==> src/rtl/instr_sequencer_if.sv <==
// Host-side bus of the instruction sequencer: the byte-serial program
// input with its control strobes, and the instruction/status outputs
// that face the 16-bit core.
interface instr_sequencer_if #(
    parameter int AW = 3
);
    logic [7:0]  byte_in;
    logic        byte_valid;
    logic        load_mode;
    logic        run;
    logic        step;
    logic        loop_en;
    logic        halt_req;
    logic [15:0] inst_out;
    logic        inst_valid;
    logic [AW-1:0] pc;
    logic [AW:0]   prog_len;
    logic        full;
    logic        overflow;
    logic        done;
    logic        busy;

    modport master (
        output byte_in, byte_valid, load_mode, run, step, loop_en, halt_req,
        input  inst_out, inst_valid, pc, prog_len, full, overflow, done, busy
    );

    modport slave (
        input  byte_in, byte_valid, load_mode, run, step, loop_en, halt_req,
        output inst_out, inst_valid, pc, prog_len, full, overflow, done, busy
    );
endinterface

==> src/rtl/instr_sequencer.sv <==
// Byte-serial program loader and instruction issuer. Bytes arrive low
// byte first and are packed into 16-bit words in a small buffer, which is
// then replayed to the core free-running or one step at a time.
module instr_sequencer #(
    parameter int DEPTH = 8,
    parameter int AW    = 3
) (
    input  logic             clk,
    input  logic             rst,
    instr_sequencer_if.slave bus
);
    typedef enum logic [2:0] {
        S_IDLE,
        S_LOAD,
        S_RUN,
        S_STEP,
        S_HALT
    } state_e;

    state_e        state_q, state_d;
    logic [AW-1:0] pc_q, pc_d;
    logic [AW:0]   prog_len_q, prog_len_d;
    logic          phase_q, phase_d;
    logic [7:0]    low_q, low_d;
    logic          overflow_q, overflow_d;
    logic [15:0]   inst_out_q, inst_out_d;
    logic          inst_valid_q, inst_valid_d;
    logic          mem_we;

    logic [15:0]   mem [DEPTH];

    logic          full;
    logic          last_entry;
    logic [AW:0]   last_idx;
    logic          has_prog;

    // The word count doubles as the write pointer: its low bits index the
    // next free entry, and nothing is written once it reaches DEPTH.
    assign full       = (prog_len_q == (AW+1)'(DEPTH));
    assign has_prog   = (prog_len_q != '0);
    assign last_idx   = prog_len_q - (AW+1)'(1);
    assign last_entry = ({1'b0, pc_q} == last_idx);

    // Next-state and next-output decode for the whole sequencer.
    always_comb begin
        // NOTE: every variable gets a default before the case, so paths
        // that do not mention it hold state instead of inferring a latch.
        state_d      = state_q;
        pc_d         = pc_q;
        prog_len_d   = prog_len_q;
        phase_d      = phase_q;
        low_d        = low_q;
        overflow_d   = overflow_q;
        inst_out_d   = inst_out_q;
        inst_valid_d = 1'b0;
        mem_we       = 1'b0;

        unique case (state_q)
            S_IDLE: begin
                if (bus.load_mode) begin
                    state_d    = S_LOAD;
                    prog_len_d = '0;
                    phase_d    = 1'b0;
                    overflow_d = 1'b0;
                end else if (bus.run && has_prog) begin
                    state_d = S_RUN;
                    pc_d    = '0;
                end else if (bus.step && has_prog) begin
                    state_d = S_STEP;
                end
            end

            S_LOAD: begin
                if (!bus.load_mode) begin
                    // A dangling low byte is simply forgotten.
                    state_d = S_IDLE;
                    phase_d = 1'b0;
                    pc_d    = '0;
                end else if (bus.byte_valid) begin
                    if (full) begin
                        overflow_d = 1'b1;
                    end else if (!phase_q) begin
                        low_d   = bus.byte_in;
                        phase_d = 1'b1;
                    end else begin
                        mem_we     = 1'b1;
                        prog_len_d = prog_len_q + (AW+1)'(1);
                        phase_d    = 1'b0;
                    end
                end
            end

            S_RUN: begin
                if (bus.halt_req) begin
                    state_d = S_IDLE;
                end else begin
                    inst_out_d   = mem[pc_q];
                    inst_valid_d = 1'b1;
                    if (last_entry) begin
                        pc_d = '0;
                        if (!bus.loop_en) state_d = S_HALT;
                    end else begin
                        pc_d = pc_q + AW'(1);
                    end
                end
            end

            S_STEP: begin
                inst_out_d   = mem[pc_q];
                inst_valid_d = 1'b1;
                if (last_entry) begin
                    pc_d    = '0;
                    state_d = bus.loop_en ? S_IDLE : S_HALT;
                end else begin
                    pc_d    = pc_q + AW'(1);
                    state_d = S_IDLE;
                end
            end

            S_HALT: begin
                if (bus.load_mode) begin
                    state_d    = S_LOAD;
                    prog_len_d = '0;
                    phase_d    = 1'b0;
                    overflow_d = 1'b0;
                end else if (bus.run) begin
                    state_d = S_RUN;
                    pc_d    = '0;
                end else if (bus.step) begin
                    state_d = S_STEP;
                    pc_d    = '0;
                end
            end

            default: state_d = S_IDLE;
        endcase
    end

    // State and output registers with synchronous reset.
    always_ff @(posedge clk) begin
        // NOTE: non-blocking assignments so every register samples the
        // values from before this edge, independent of statement order.
        if (rst) begin
            state_q      <= S_IDLE;
            pc_q         <= '0;
            prog_len_q   <= '0;
            phase_q      <= 1'b0;
            low_q        <= 8'h00;
            overflow_q   <= 1'b0;
            inst_out_q   <= 16'h0000;
            inst_valid_q <= 1'b0;
        end else begin
            state_q      <= state_d;
            pc_q         <= pc_d;
            prog_len_q   <= prog_len_d;
            phase_q      <= phase_d;
            low_q        <= low_d;
            overflow_q   <= overflow_d;
            inst_out_q   <= inst_out_d;
            inst_valid_q <= inst_valid_d;
        end
    end

    // Program buffer write port.
    always_ff @(posedge clk) begin
        // NOTE: the buffer is deliberately not reset; entries at or above
        // prog_len are never issued, so their contents do not matter.
        if (mem_we) begin
            mem[prog_len_q[AW-1:0]] <= {bus.byte_in, low_q};
        end
    end

    assign bus.inst_out   = inst_out_q;
    assign bus.inst_valid = inst_valid_q;
    assign bus.pc         = pc_q;
    assign bus.prog_len   = prog_len_q;
    assign bus.full       = full;
    assign bus.overflow   = overflow_q;
    assign bus.done       = (state_q == S_HALT);
    assign bus.busy       = (state_q == S_RUN);
endmodule

==> src/flat_wrapper.sv <==
// flat-port wrapper written by rule: the top's interface ports become plain ports
module instr_sequencer_flat 
#(
    parameter int DEPTH = 8,
    parameter int AW    = 3
)
  (clk, rst, bus_byte_in, bus_byte_valid, bus_load_mode, bus_run, bus_step, bus_loop_en, bus_halt_req, bus_inst_out, bus_inst_valid, bus_pc, bus_prog_len, bus_full, bus_overflow, bus_done, bus_busy);
  instr_sequencer_if #(.AW(AW)) bus_i ();
  input  logic clk;
  input  logic rst;
  input wire logic [$bits(bus_i.byte_in)-1:0] bus_byte_in;
  input wire logic [$bits(bus_i.byte_valid)-1:0] bus_byte_valid;
  input wire logic [$bits(bus_i.load_mode)-1:0] bus_load_mode;
  input wire logic [$bits(bus_i.run)-1:0] bus_run;
  input wire logic [$bits(bus_i.step)-1:0] bus_step;
  input wire logic [$bits(bus_i.loop_en)-1:0] bus_loop_en;
  input wire logic [$bits(bus_i.halt_req)-1:0] bus_halt_req;
  output wire logic [$bits(bus_i.inst_out)-1:0] bus_inst_out;
  output wire logic [$bits(bus_i.inst_valid)-1:0] bus_inst_valid;
  output wire logic [$bits(bus_i.pc)-1:0] bus_pc;
  output wire logic [$bits(bus_i.prog_len)-1:0] bus_prog_len;
  output wire logic [$bits(bus_i.full)-1:0] bus_full;
  output wire logic [$bits(bus_i.overflow)-1:0] bus_overflow;
  output wire logic [$bits(bus_i.done)-1:0] bus_done;
  output wire logic [$bits(bus_i.busy)-1:0] bus_busy;
  assign bus_i.byte_in = bus_byte_in;
  assign bus_i.byte_valid = bus_byte_valid;
  assign bus_i.load_mode = bus_load_mode;
  assign bus_i.run = bus_run;
  assign bus_i.step = bus_step;
  assign bus_i.loop_en = bus_loop_en;
  assign bus_i.halt_req = bus_halt_req;
  assign bus_inst_out = bus_i.inst_out;
  assign bus_inst_valid = bus_i.inst_valid;
  assign bus_pc = bus_i.pc;
  assign bus_prog_len = bus_i.prog_len;
  assign bus_full = bus_i.full;
  assign bus_overflow = bus_i.overflow;
  assign bus_done = bus_i.done;
  assign bus_busy = bus_i.busy;
  instr_sequencer #(.DEPTH(DEPTH), .AW(AW)) u_core (.clk(clk), .rst(rst), .bus(bus_i));
endmodule
==> config.mk <==
export PLATFORM = sky130hd
export DESIGN_NAME = instr_sequencer_flat
export DESIGN_NICKNAME = d
export VERILOG_FILES = /design/src/rtl/instr_sequencer_if.sv /design/src/rtl/instr_sequencer.sv /design/src/flat_wrapper.sv
export SDC_FILE = /design/constraint.sdc
export NUM_CORES = 1
export LEC_CHECK = 0
export BUFFER_PORTS_ARGS = -buffer_cell sky130_fd_sc_hd__buf_2
export CAP_MARGIN = 25
export CORE_MARGIN = 1
export CORE_UTILIZATION = 50
export CTS_CLUSTER_DIAMETER = 150
export DETAILED_ROUTE_END_ITERATION = 12
export PLACE_DENSITY = 0.71
export SYNTH_ARGS = -nofsm -noshare
export SYNTH_HDL_FRONTEND = slang
export SYNTH_SLANG_ARGS = --single-unit
==> constraint.sdc <==
create_clock -name clk -period 6 [get_ports clk]
set_input_delay 0.6 -clock clk [delete_from_list [all_inputs] [get_ports clk]]
set_output_delay 0.6 -clock clk [all_outputs]
set_load 0.01 [all_outputs]
### Word level (Yosys, flattened, before mapping)

Memories as Yosys holds them, arrays and structs flattened. A register that Yosys moved wholly into a read port is not among the register bits.
Cells that the tools add are included.

| cells by class | value |
|---|---|
| add/subtract/negate cells | 3 |
| eq/ne operators | 24 |
| multiplexer cells | 50 |
| bitwise logic cells | 2 |
| reductions and logical operators | 15 |

Operators with widths:

| cell | number |
|---|---|
| $mux 3 | 21 |
| $pmux 16 s2 | 1 |
| $pmux 3 s5 | 2 |
| $mux 4 | 5 |
| $mux 1 | 16 |
| $mux 16 | 1 |
| $ne 2x2->1 const B | 8 |
| $reduce_and 5->1 | 3 |
| $ne 3x3->1 const B | 4 |
| $pmux 4 s2 | 1 |
| $reduce_and 7->1 | 1 |
| $eq 3x2->1 const B | 2 |
| $ne 2x1->1 const B | 3 |
| $pmux 1 s2 | 3 |
| $reduce_and 6->1 | 1 |
| $reduce_bool 5->1 | 1 |
| $add 4x1->4 const B | 1 |
| $eq 3x4->1 | 1 |
| $eq 4x4->1 const B | 1 |
| $ne 4x2->1 const B | 1 |
| $ne 4x4->1 const B | 1 |
| $reduce_and 4->1 | 1 |
| $reduce_bool 2->1 | 2 |
| $reduce_bool 4->1 | 1 |
| other kinds (10) | 12 |

| storage, ports and cells | value |
|---|---|
| register bits after elaboration | 37 |
| RAM bits | 128 |
| bits of input ports | 16 |
| output and inout port bits | 28 |
| logic and storage cells | 103 |
| memories | 1 |

Memory list:

| name | words | width | rd ports | clocked after Yosys merged registers in | write ports | line | source |
|---|---|---|---|---|---|---|---|
| u_core.mem | 8 | 16 | 1 | 1 | 1 | instr_sequencer.sv:30 | `logic [15:0] mem [DEPTH];` |

### Logic depth before layout (Yosys ltp)

Gate-level depths: netlist (run 1).

| depth | value |
|---|---|
| word-level depth | 7 |
| gate-level depth with buffers | 9 |
| mapped depth without buffers | 7 |

### Worst setup path before layout (run 1)

No wires, ideal clock.

| timing | value |
|---|---|
| path type | register to register |
| from | register u_core.prog_len_q[1], in the netlist u_core.bus.prog_len[1] |
| to | memory u_core.mem[0][0], enable pin |
| setup time | 0.409 ns |
| arrival time | 2.614 ns |
| data required time | 5.591 ns |
| path slack | 2.977 ns |
| cell stages (with the launch flop) | 8 |
| buffers on the path | 1 |
| clock period less this slack | 3.023 ns |
| cells stage by stage | dfxtp_1 clkbuf_1 inv_1 ha_1 nand3b_1 and4_1 nand2_1 nor3_1 |

| between the ends | value |
|---|---|
| word-level cells in the longest chain between the ends | 7 |

RTL lines:

| element | line | source |
|---|---|---|
| start, declared | instr_sequencer.sv:22 | `logic [AW:0] prog_len_q, prog_len_d;` |
| start signal, assigned | instr_sequencer.sv:155 | `prog_len_q <= prog_len_d;` |
| $eq 4x4->1 | instr_sequencer.sv:39 | `assign full = (prog_len_q == (AW+1)'(DEPTH));` |
| $mux 1 | instr_sequencer.sv:80 | `if (full) begin` |
| $mux 1 | instr_sequencer.sv:79 | `end else if (bus.byte_valid) begin` |
| $mux 1 | instr_sequencer.sv:74 | `if (!bus.load_mode) begin` |
| $mux 1 | instr_sequencer.sv:58 | `unique case (state_q)` |
| $mux 1 | instr_sequencer.sv:168 | `if (mem_we) begin` |
| $mux 1 (not written as such) | instr_sequencer.sv:169 | `mem[prog_len_q[AW-1:0]] <= {bus.byte_in, low_q};` |
| end, declared | instr_sequencer.sv:30 |  |

Several ways; a longest one is shown, not always the timed one.

==> flow_metrics.tcl, run 1 <==
set metrics [dict create \
    num_io_pins 44 \
    path_clk_slew_ns 0.06 \
    via_per_inst 5.63 \
    die_area_sq_mm 0.0135 \
    start_util 0.515 \
    ys_seq_area_frac 0.712 \
    syn_nets 403 \
    grt_first_pass_wirelength_mm 19.3 \
    syn_area_per_cell_sq_um 17.0 \
    die_h_um 116 \
    clk_latency_ns 0.42 \
    period_minus_slack_ns 2.44 \
    maxSlewViolCount 0 \
    cts_tree "yes" \
    die_w_um 116 \
    grt.overflow.total 0 \
    critical_path_arrival_ns 2.75 \
    netlist.area_leader.share 0.589 \
    first_global_vias 3468 \
    synth_edf_count 128 \
    hpwl_mm 7.07 \
    cts_max_level 4 \
    layout.nets 455 \
    antenna_cells 0 \
    crit_required_ns 6.31 \
    p_per_area_mw_per_mm2 320 \
    yosysUniqueCellTypes 41 \
    drt-total-wl_mm 12.5 \
    multi_input_area_sq_mm 0.00176 \
    ys_ff_latch 168 \
    critPathKind "flip-flop to flip-flop" \
    ant_nets 0 \
    cts_repair_resize_count 0 \
    port_buffers 43 \
    yosysWarningCount 0 \
    cts_made_buffers 17 \
    rows 41 \
    hold_viol 0 \
    setup_violations 0 \
    ys_top_cells_by_area "edfxtp_1 59%, dfxtp_1 12%, mux4_2 11%, mux2i_1 3.7%, nor2_1 2.2%" \
    fmax_mhz 410 \
    seqCellArea_sq_mm 0.00465 \
    skew_ns 0.0106 \
    status "finished, final reports clean" \
    synth-main-ff-cell "edfxtp_1" \
    start_kind "flip-flop" \
    gp_congestion 0.792 \
    p_total_mw 2.43 \
    core_region_area_sq_mm 0.0127 \
    cts_root_buffer "clkbuf_16" \
    clock_sinks 168 \
    slew_headroom 0.464 \
    fill_cells 938 \
    drcViolationCount 0 \
    vdd_drop_max_mv 0.187 \
    syn_inst 384 \
    clockBufferDepth 2 \
    hold_buffers 0 \
    grt_util_all_layers 0.203 \
    vias 3495 \
    antenna_found_initial 0 \
    path_max_fanout 10 \
    drive_above_1_share 0.278 \
    mappedNetlistArea_sq_mm 0.00652 \
    drt_pass1_iterations 5 \
    area_delta_synth_final_pct 16.3 \
    period_share 0.407 \
    async_flop_share 0 \
    fin_tns_setup_ns 0 \
    grt_max_degree 39 \
    cp-end-kind "flip-flop" \
    cap_violations 0 \
    cts_setup_buffers 0 \
    rsz0062_at_grt "false" \
    hp-class "primary input to flip-flop" \
    worst_pin_slew_ns 0.804 \
    p_leak_nw 2.56 \
    dr.first_iter.drc_count 284 \
    synth_top_cell_by_area "edfxtp_1" \
    wire_per_inst_um 20.1 \
]
-- worst max-delay path, cell delays in order (launching register included) --
cell and delay, ns:
dfxtp_1 0.52, inv_1 0.11, ha_1 0.23, or3b_1 0.19, a311oi_1 0.09, o32ai_1 0.57, nand3_1 0.25, o311ai_1 0.36
-- final cells by class --
class	count	share of cell area
clock inverters	10	0.0185
well taps	172	0.0284
flip-flops and latches	168	0.612
clock buffers	22	0.0653
multi-input cells	187	0.232
inverters	7	0.00346
repair buffers	55	0.0402
-- routing by layer --
| metal | up-vias | routed length [um] | track usage |
|---|---|---|---|
| li1 | 1608 | - | - |
| met3 | 11 | 516 | 0.0514 |
| met5 | - | 0 | 0 |
| met4 | 0 | 150 | 0.0829 |
| met2 | 92 | 6410 | 0.323 |
| met1 | 1784 | 5410 | 0.270 |
-- report_power, final --
part,internal (mW),total (mW),switching (mW),leakage [nW]
combinational,0.0103,0.0329,0.0226,0.789
clock,0.714,1.14,0.427,0.315
sequential,1.25,1.25,0.00497,1.46
-- sequential cells by signal, summed over array words and instances (netlist names), named ones only --
| name | flops |
|---|---|
| u_core.low_q | 8 |
| u_core.bus.pc | 3 |
| u_core.bus.inst_out | 16 |
| u_core.bus.prog_len | 4 |
| u_core.mem | 128 |
| u_core.state_q | 3 |
| u_core.bus.inst_valid | 1 |
| u_core.phase_q | 1 |
| u_core.bus.overflow | 1 |
-- path summary, 6_finish.rpt --
path         cells after the start                  end                    from  slack (ns)
max reg2reg                      7            flip-flop  u_core.bus.prog_len[1]        3.56
max                              7            flip-flop  u_core.bus.prog_len[1]        3.56
min reg2reg                      2  u_core.bus.overflow     u_core.bus.overflow        0.48
min                              3    u_core.state_q[2]             bus_loop_en        0.46
-- cell families (layout without fill, tap and decap cells) --
kind of cell,after synthesis,after routing,synth area share
and+or+nand+nor,81,81,0.0642
adders and majority gates,3,3,0.00575
buffers and inverters,29,94,0.0207
xor gates and xnor gates,5,5,0.00671
AOI/OAI and AO/OA,42,42,0.0433
muxes,56,56,0.147
DFF,168,168,0.712
-- cells in the final DEF, fill, tap and decap left out, drive strengths merged, types with 4 or more instances in the layout --
cell | synthesis | layout
edfxtp | 128 | 128
buf | 12 | 55
dfxtp | 40 | 40
nor2 | 38 | 38
mux4 | 32 | 32
mux2i | 24 | 24
clkbuf | 10 | 22
a211oi | 17 | 17
a21oi | 10 | 10
nand2 | 8 | 8
inv | 7 | 7
clkinv | 0 | 7
o21ai | 6 | 6
nor3 | 6 | 6
or3b | 5 | 5
nand2b | 5 | 5
xor2 | 4 | 4
-- per-stage QoR --
| step | instance area (sq um) | utilization | hold WS (ns) | setup slack (ns) | cells |
|---|---|---|---|---|---|
| 5_1_grt | 7590 | 0.599 | 0.450 | 3.36 | 621 |
| 3_3_place_gp | 6950 | 0.549 | 0.447 | 3.65 | 589 |
| 3_5_place_dp | 6950 | 0.549 | 0.473 | 3.58 | 589 |
| 6_report | 7590 | 0.599 | 0.456 | 3.56 | 621 |
| 2_1_floorplan | 6520 | - | 0.505 | 2.98 | 384 |
| 4_1_cts | 7590 | 0.599 | 0.437 | 3.57 | 621 |
-- synthesized netlist by cell type, drive strengths merged, types with 3 or more instances --
| cell type | instances |
|---|---|
| edfxtp | 128 |
| dfxtp | 40 |
| nor2 | 38 |
| mux4 | 32 |
| mux2i | 24 |
| a211oi | 17 |
| buf | 12 |
| a21oi | 10 |
| clkbuf | 10 |
| nand2 | 8 |
| inv | 7 |
| nor3 | 6 |
| o21ai | 6 |
| nand2b | 5 |
| or3b | 5 |
| xor2 | 4 |
| ha | 3 |
| nor3b | 3 |
Power figures use the tool's default switching activity.
==> run 2, diff against run 1 <==
--- a/config.mk
+++ b/config.mk
@@ -11,7 +11,7 @@
 export CORE_UTILIZATION = 50
 export CTS_CLUSTER_DIAMETER = 150
 export DETAILED_ROUTE_END_ITERATION = 12
-export PLACE_DENSITY = 0.71
+export PLACE_DENSITY = 0.74
 export SYNTH_ARGS = -nofsm -noshare
 export SYNTH_HDL_FRONTEND = slang
 export SYNTH_SLANG_ARGS = --single-unit
==> constraint.sdc (replaced) <==
create_clock -name clk -period 2 [get_ports clk]
set_input_delay 0.2 -clock clk [delete_from_list [all_inputs] [get_ports clk]]
set_output_delay 0.2 -clock clk [all_outputs]
set_load 0.01 [all_outputs]
==> flow_metrics.tcl, run 2 (synthesized netlist as in run 1, its figures left out) <==
set metrics [dict create \
    status "finished, final reports clean" \
    hp-class "primary input to flip-flop" \
    final_util 0.625 \
    hpwl_mm 7.31 \
    placed_cells 599 \
    die_w_um 116 \
    grt_first_pass_wirelength_mm 20.0 \
    cap_violations 0 \
    layout.nets 467 \
    largest_reg_flops 128 \
    drive_above_1_share 0.332 \
    final_cells 633 \
    dr.first_iter.drc_count 270 \
    clockBufferDepth 2 \
    clk_latency_ns 0.42 \
    cts_tree "yes" \
    skew_ns 0.00762 \
    hold_buffers 0 \
    die_h_um 116 \
    period_share 0.989 \
    hold_start "bus_loop_en" \
    fin_tns_setup_ns 0 \
    maxSlewViolCount 0 \
    pwr-share-clk 0.456 \
    timing.rr.start "u_core.bus.prog_len[0]" \
    period_minus_slack_ns 1.98 \
    clock_sinks 168 \
    cts_root_buffer "clkbuf_16" \
    port_buffers 43 \
    path_max_fanout 4 \
    cp-startpoint "u_core.bus.prog_len[0]" \
    ant_nets 0 \
    num_io_pins 44 \
    cp-end-kind "flip-flop" \
    start_kind "flip-flop" \
    net-switching-power_mw 1.31 \
    start_util 0.515 \
    ff2ff_path_depth 7 \
    slew_headroom 0.747 \
    critPathKind "flip-flop to flip-flop" \
    first_global_vias 3663 \
    crit_required_ns 2.32 \
    setup_violations 0 \
    holdWs_ns 0.0668 \
    switching_share 0.184 \
    gp_congestion 0.899 \
    grt_max_degree 34 \
    path_clk_slew_ns 0.06 \
    p_int_mw 5.79 \
    wire_per_inst_um 20.0 \
    die_area_sq_mm 0.0135 \
    final_common_cell "edfxtp_1" \
    hold_depth 3 \
    hold_end "u_core.state_q[2]" \
    final_cell_mix "128 x edfxtp_1, 43 x buf_2, 37 x dfxtp_1, 32 x nor2_1, 32 x mux4_2" \
    grt.overflow.total 0 \
    worst_pin_slew_ns 0.380 \
    drcViolationCount 0 \
    vias 3562 \
    p_per_area_mw_per_mm2 897 \
    rows 41 \
    p_leak_nw 2.65 \
    antenna_found_initial 0 \
    area_delta_synth_final_pct 21.4 \
    power.share.sequential 0.528 \
    core_region_area_sq_mm 0.0127 \
    rsz0062_at_grt "true" \
    fmax_mhz 506 \
    grt_util_all_layers 0.213 \
    drt-total-wl_mm 12.7 \
    combPwrFrac 0.016 \
    via_per_inst 5.63 \
    cts_max_level 4 \
    critical_path_arrival_ns 2.30 \
    r2r_setup_slack_ns 0.02 \
    drt_pass1_iterations 5 \
    vdd_drop_max_mv 0.683 \
    antenna_cells 0 \
    cts_made_buffers 17 \
    hold_viol 0 \
]
==> run 2: changes by cell type in the layout (fill, tap and decap cells not counted), moves of 3 or more <==
| cell | delta |
|---|---|
| buf_12 | +10 |
| nor2_1 | -6 |
| nor2_4 | +6 |
| clkinv_4 | -4 |
| clkbuf_1 | +3 |
==> run 2: per-stage QoR <==
| step | worst slack, ns | power, mW | area (sq um) |
|---|---|---|---|
| 2_1_floorplan | -0.176 | 3.87 | 6660 |
| 3_3_place_gp | 0.103 | 3.93 | 7260 |
| 3_5_place_dp | 0.00248 | 3.93 | 7260 |
| 4_1_cts | 0.0404 | 7.15 | 7870 |
| 5_1_grt | -0.0263 | 7.32 | 7920 |
| 6_report | 0.0218 | 7.10 | 7920 |
==> run 2: routing by layer <==
metal  up-vias  wire (um)  global-route usage
met2        83       6530               0.348
li1       1635          -                   -
met1      1817       5340               0.268
met3        27        463              0.0472
met5         -          0                   0
met4         0        322               0.108
==> run 2: power groups by stage <==
stage	clock network [mW]	logic, mW	registers (mW)
2_1_floorplan	0	0.0493	3.82
3_3_place_gp	0	0.101	3.82
3_5_place_dp	0	0.106	3.83
4_1_cts	3.29	0.109	3.75
5_1_grt	3.44	0.124	3.75
6_report	3.24	0.112	3.75
==> run 2: cell type report <==
class	instances	area, sq um
repair buffers	67	520
flip-flops and latches	168	4650
fillers	940	4750
clock inverters	9	123
well taps	172	215
inverters	7	31.3
multi-input cells	187	1910
clock buffers	23	468
==> run 2: how the worst max path moves through the flow <==
stage,end,slack (ns),cells past startpoint
final,flip-flop,0.02,7
after floorplan,u_core.mem[0][0],-0.18,7
after CTS,flip-flop,0.04,7
after global placement,flip-flop,0.10,7
after global routing,flip-flop,-0.03,7
after detailed placement,u_core.bus.pc[2],0.002,7
==> run 2: what timing repair did <==
item | in CTS | in global routing
setup buffers | 0 | 2
endpoints found under the setup margin | 4 | 4
gates resized for setup | 2 | 7
pin swaps | 1 | 2
==> run 2: critical path, stage by stage (launching register included) <==
cell	delay, ns
dfxtp_4	0.35
inv_4	0.06
ha_4	0.14
or3b_4	0.38
a311oi_2	0.28
o32ai_2	0.17
or3b_4	0.41
o311ai_4	0.09
==> run 3, diff against run 2 <==
--- a/config.mk
+++ b/config.mk
@@ -5,13 +5,14 @@
 export SDC_FILE = /design/constraint.sdc
 export NUM_CORES = 1
 export LEC_CHECK = 0
+export ABC_AREA = 1
 export BUFFER_PORTS_ARGS = -buffer_cell sky130_fd_sc_hd__buf_2
 export CAP_MARGIN = 25
 export CORE_MARGIN = 1
 export CORE_UTILIZATION = 50
 export CTS_CLUSTER_DIAMETER = 150
 export DETAILED_ROUTE_END_ITERATION = 12
-export PLACE_DENSITY = 0.74
+export PLACE_DENSITY = 0.73
 export SYNTH_ARGS = -nofsm -noshare
 export SYNTH_HDL_FRONTEND = slang
 export SYNTH_SLANG_ARGS = --single-unit
==> flow_metrics.tcl, run 3 <==
set metrics [dict create \
    status "finished, final reports clean" \
    cts_repair_resize_count 0 \
    skew_ns 0.00839 \
    worst_pin_slew_ns 0.509 \
    crit_required_ns 2.13 \
    final_cell_mix "128 x edfxtp_1, 108 x nor2_1, 77 x o21ai_0, 56 x nand2_1, 43 x buf_2" \
    final_common_cell "edfxtp_1" \
    drt-total-wl_mm 15.6 \
    largest_reg_flops 128 \
    maxSlewViolCount 0 \
    hold_viol 0 \
    vdd_drop_max_mv 0.722 \
    clock_sinks 168 \
    port_buffers 43 \
    ant_nets 0 \
    rsz0062_at_grt "false" \
    clk_latency_ns 0.42 \
    fin_tns_setup_ns 0 \
    drive_above_1_share 0.212 \
    critical_path_arrival_ns 2.00 \
    layout.nets 681 \
    ys_ff_latch 168 \
    critPathSlowestCell "dfxtp_4" \
    rows 42 \
    antenna_cells 0 \
    cap_violations 0 \
    ys_top_cells_by_area "edfxtp_1 56%, dfxtp_1 12%, nor2_1 6.1%, o21ai_0 5.6%, o211ai_1 3.6%" \
    path_cells "inv_2 -> ha_4 -> nand2_4 -> nor2_4 -> nor2_4 -> nand4_2 -> inv_2 -> nand2_2 -> nor3_4 -> buf_12" \
    grt_first_pass_wirelength_mm 24.7 \
    mappedNetlistArea_sq_mm 0.00687 \
    drt_pass1_iterations 5 \
    clockBufferDepth 2 \
    via_per_inst 5.67 \
    path_max_fanout 16 \
    grt_max_degree 65 \
    slew_headroom 0.659 \
    period_minus_slack_ns 1.87 \
    hp-class "primary input to flip-flop" \
    cts_setup_buffers 0 \
    async_flop_share 0 \
    drcViolationCount 0 \
    vias 4825 \
    num_io_pins 44 \
    die_h_um 119 \
    start_util 0.516 \
    area_delta_synth_final_pct 17.9 \
    antenna_found_initial 0 \
    p_leak_nw 2.84 \
    netlist.area_leader.share 0.560 \
    cts_root_buffer "clkbuf_16" \
    syn_area_per_cell_sq_um 11.3 \
    yosysWarningCount 0 \
    critPathKind "flip-flop to flip-flop" \
    p_total_mw 8.03 \
    gp_congestion 0.895 \
    core_region_area_sq_mm 0.0133 \
    cts_made_buffers 17 \
    cts_max_level 4 \
    r2r_setup_slack_ns 0.13 \
    setup_violations 0 \
    grt.overflow.total 0 \
    cpPeakStageDelay_ns 0.35 \
    synth_top_cell_by_area "edfxtp_1" \
    cts_tree "yes" \
    die_w_um 119 \
    ys_seq_area_frac 0.676 \
    first_global_vias 4643 \
    period_share 0.937 \
    syn_inst 609 \
    dr.first_iter.drc_count 440 \
    hold_buffers 0 \
    synth_edf_count 128 \
    wire_per_inst_um 18.3 \
    syn_nets 628 \
    fill_cells 1042 \
    path_clk_slew_ns 0.06 \
    die_area_sq_mm 0.0142 \
    cp-end-kind "flip-flop" \
    hpwl_mm 10.4 \
    yosysUniqueCellTypes 33 \
    grt_util_all_layers 0.235 \
    fmax_mhz 534 \
    synth-main-ff-cell "edfxtp_1" \
    p_per_area_mw_per_mm2 992 \
    yosysMostFrequentCell "edfxtp_1" \
    synth_commonest_cells "128 x edfxtp_1, 112 x nor2_1, 77 x o21ai_0, 57 x nand2_1, 40 x dfxtp_1" \
    start_kind "flip-flop" \
]
-- run 3: cell count changes in the layout (fill, tap and decap cells not counted), sizes merged, moves of 24 or more --
cell,change
o21ai,+72
a21oi,+28
mux2i,-24
nand2,+60
o211ai,+33
nand3,+25
nor2,+80
mux4,-32
-- run 3: worst paths after layout --
| kind | from | end | cells after the start |
|---|---|---|---|
| setup / recovery | u_core.bus.prog_len[0] | u_core.mem[4][9] | 10 |
| hold / removal | bus_step | u_core.state_q[2] | 4 |
| setup reg to reg | u_core.bus.prog_len[0] | u_core.mem[4][9] | 10 |
| hold reg to reg | u_core.bus.inst_out[5] | u_core.bus.inst_out[5] | 2 |
-- run 3: area by class of cell --
cell class	count	area, sq um	share of cell area
clock buffer	22	475	0.0587
clock inverter	10	103	0.0127
inverter	30	121	0.0150
multi-input combinational	381	2010	0.248
sequential	168	4650	0.575
tap	176	220	0.0272
timing repair buffer	64	510	0.0631
-- run 3: per-stage QoR --
step                utilization  hold slack [ns]  setup slack, ns  area, sq um  std cells
floorplan                     -            0.269           -0.112         6940        609
global placement          0.565            0.450            0.190         7520        819
detailed placement        0.565            0.456            0.145         7520        819
CTS                       0.609            0.102            0.125         8090        851
global route              0.609            0.115           0.0399         8090        851
finish                    0.609            0.123            0.126         8090        851
-- run 3: report_power, final --
part           total, mW  internal, mW  switching [mW]
clock network       3.19          1.93            1.26
registers           3.91          3.83          0.0755
logic              0.931         0.300           0.630
-- run 3: per-layer routing --
layer / wire [um] / track usage / vias up
li1: - / - / 2267
met1: 6770 / 0.331 / 2329
met2: 7290 / 0.356 / 206
met3: 1250 / 0.0455 / 23
met4: 239 / 0.0989 / 0
met5: 0 / 0 / -
-- run 3: critical path: cells and delay by family (launching register included) --
kind	cells	cell delay, ns
fa+ha+maj	1	0.18
buf+inv	3	0.37
flops	1	0.35
simple gates	6	0.66
-- run 3: cells by family after synthesis --
logic type	synth area share
adder cells (fa/ha/maj)	0.00547
AND/OR/NAND/NOR	0.148
buffers and inverters	0.0404
flip-flops	0.676
XOR/XNOR	0.00510
AO/OA/AOI/OAI	0.125
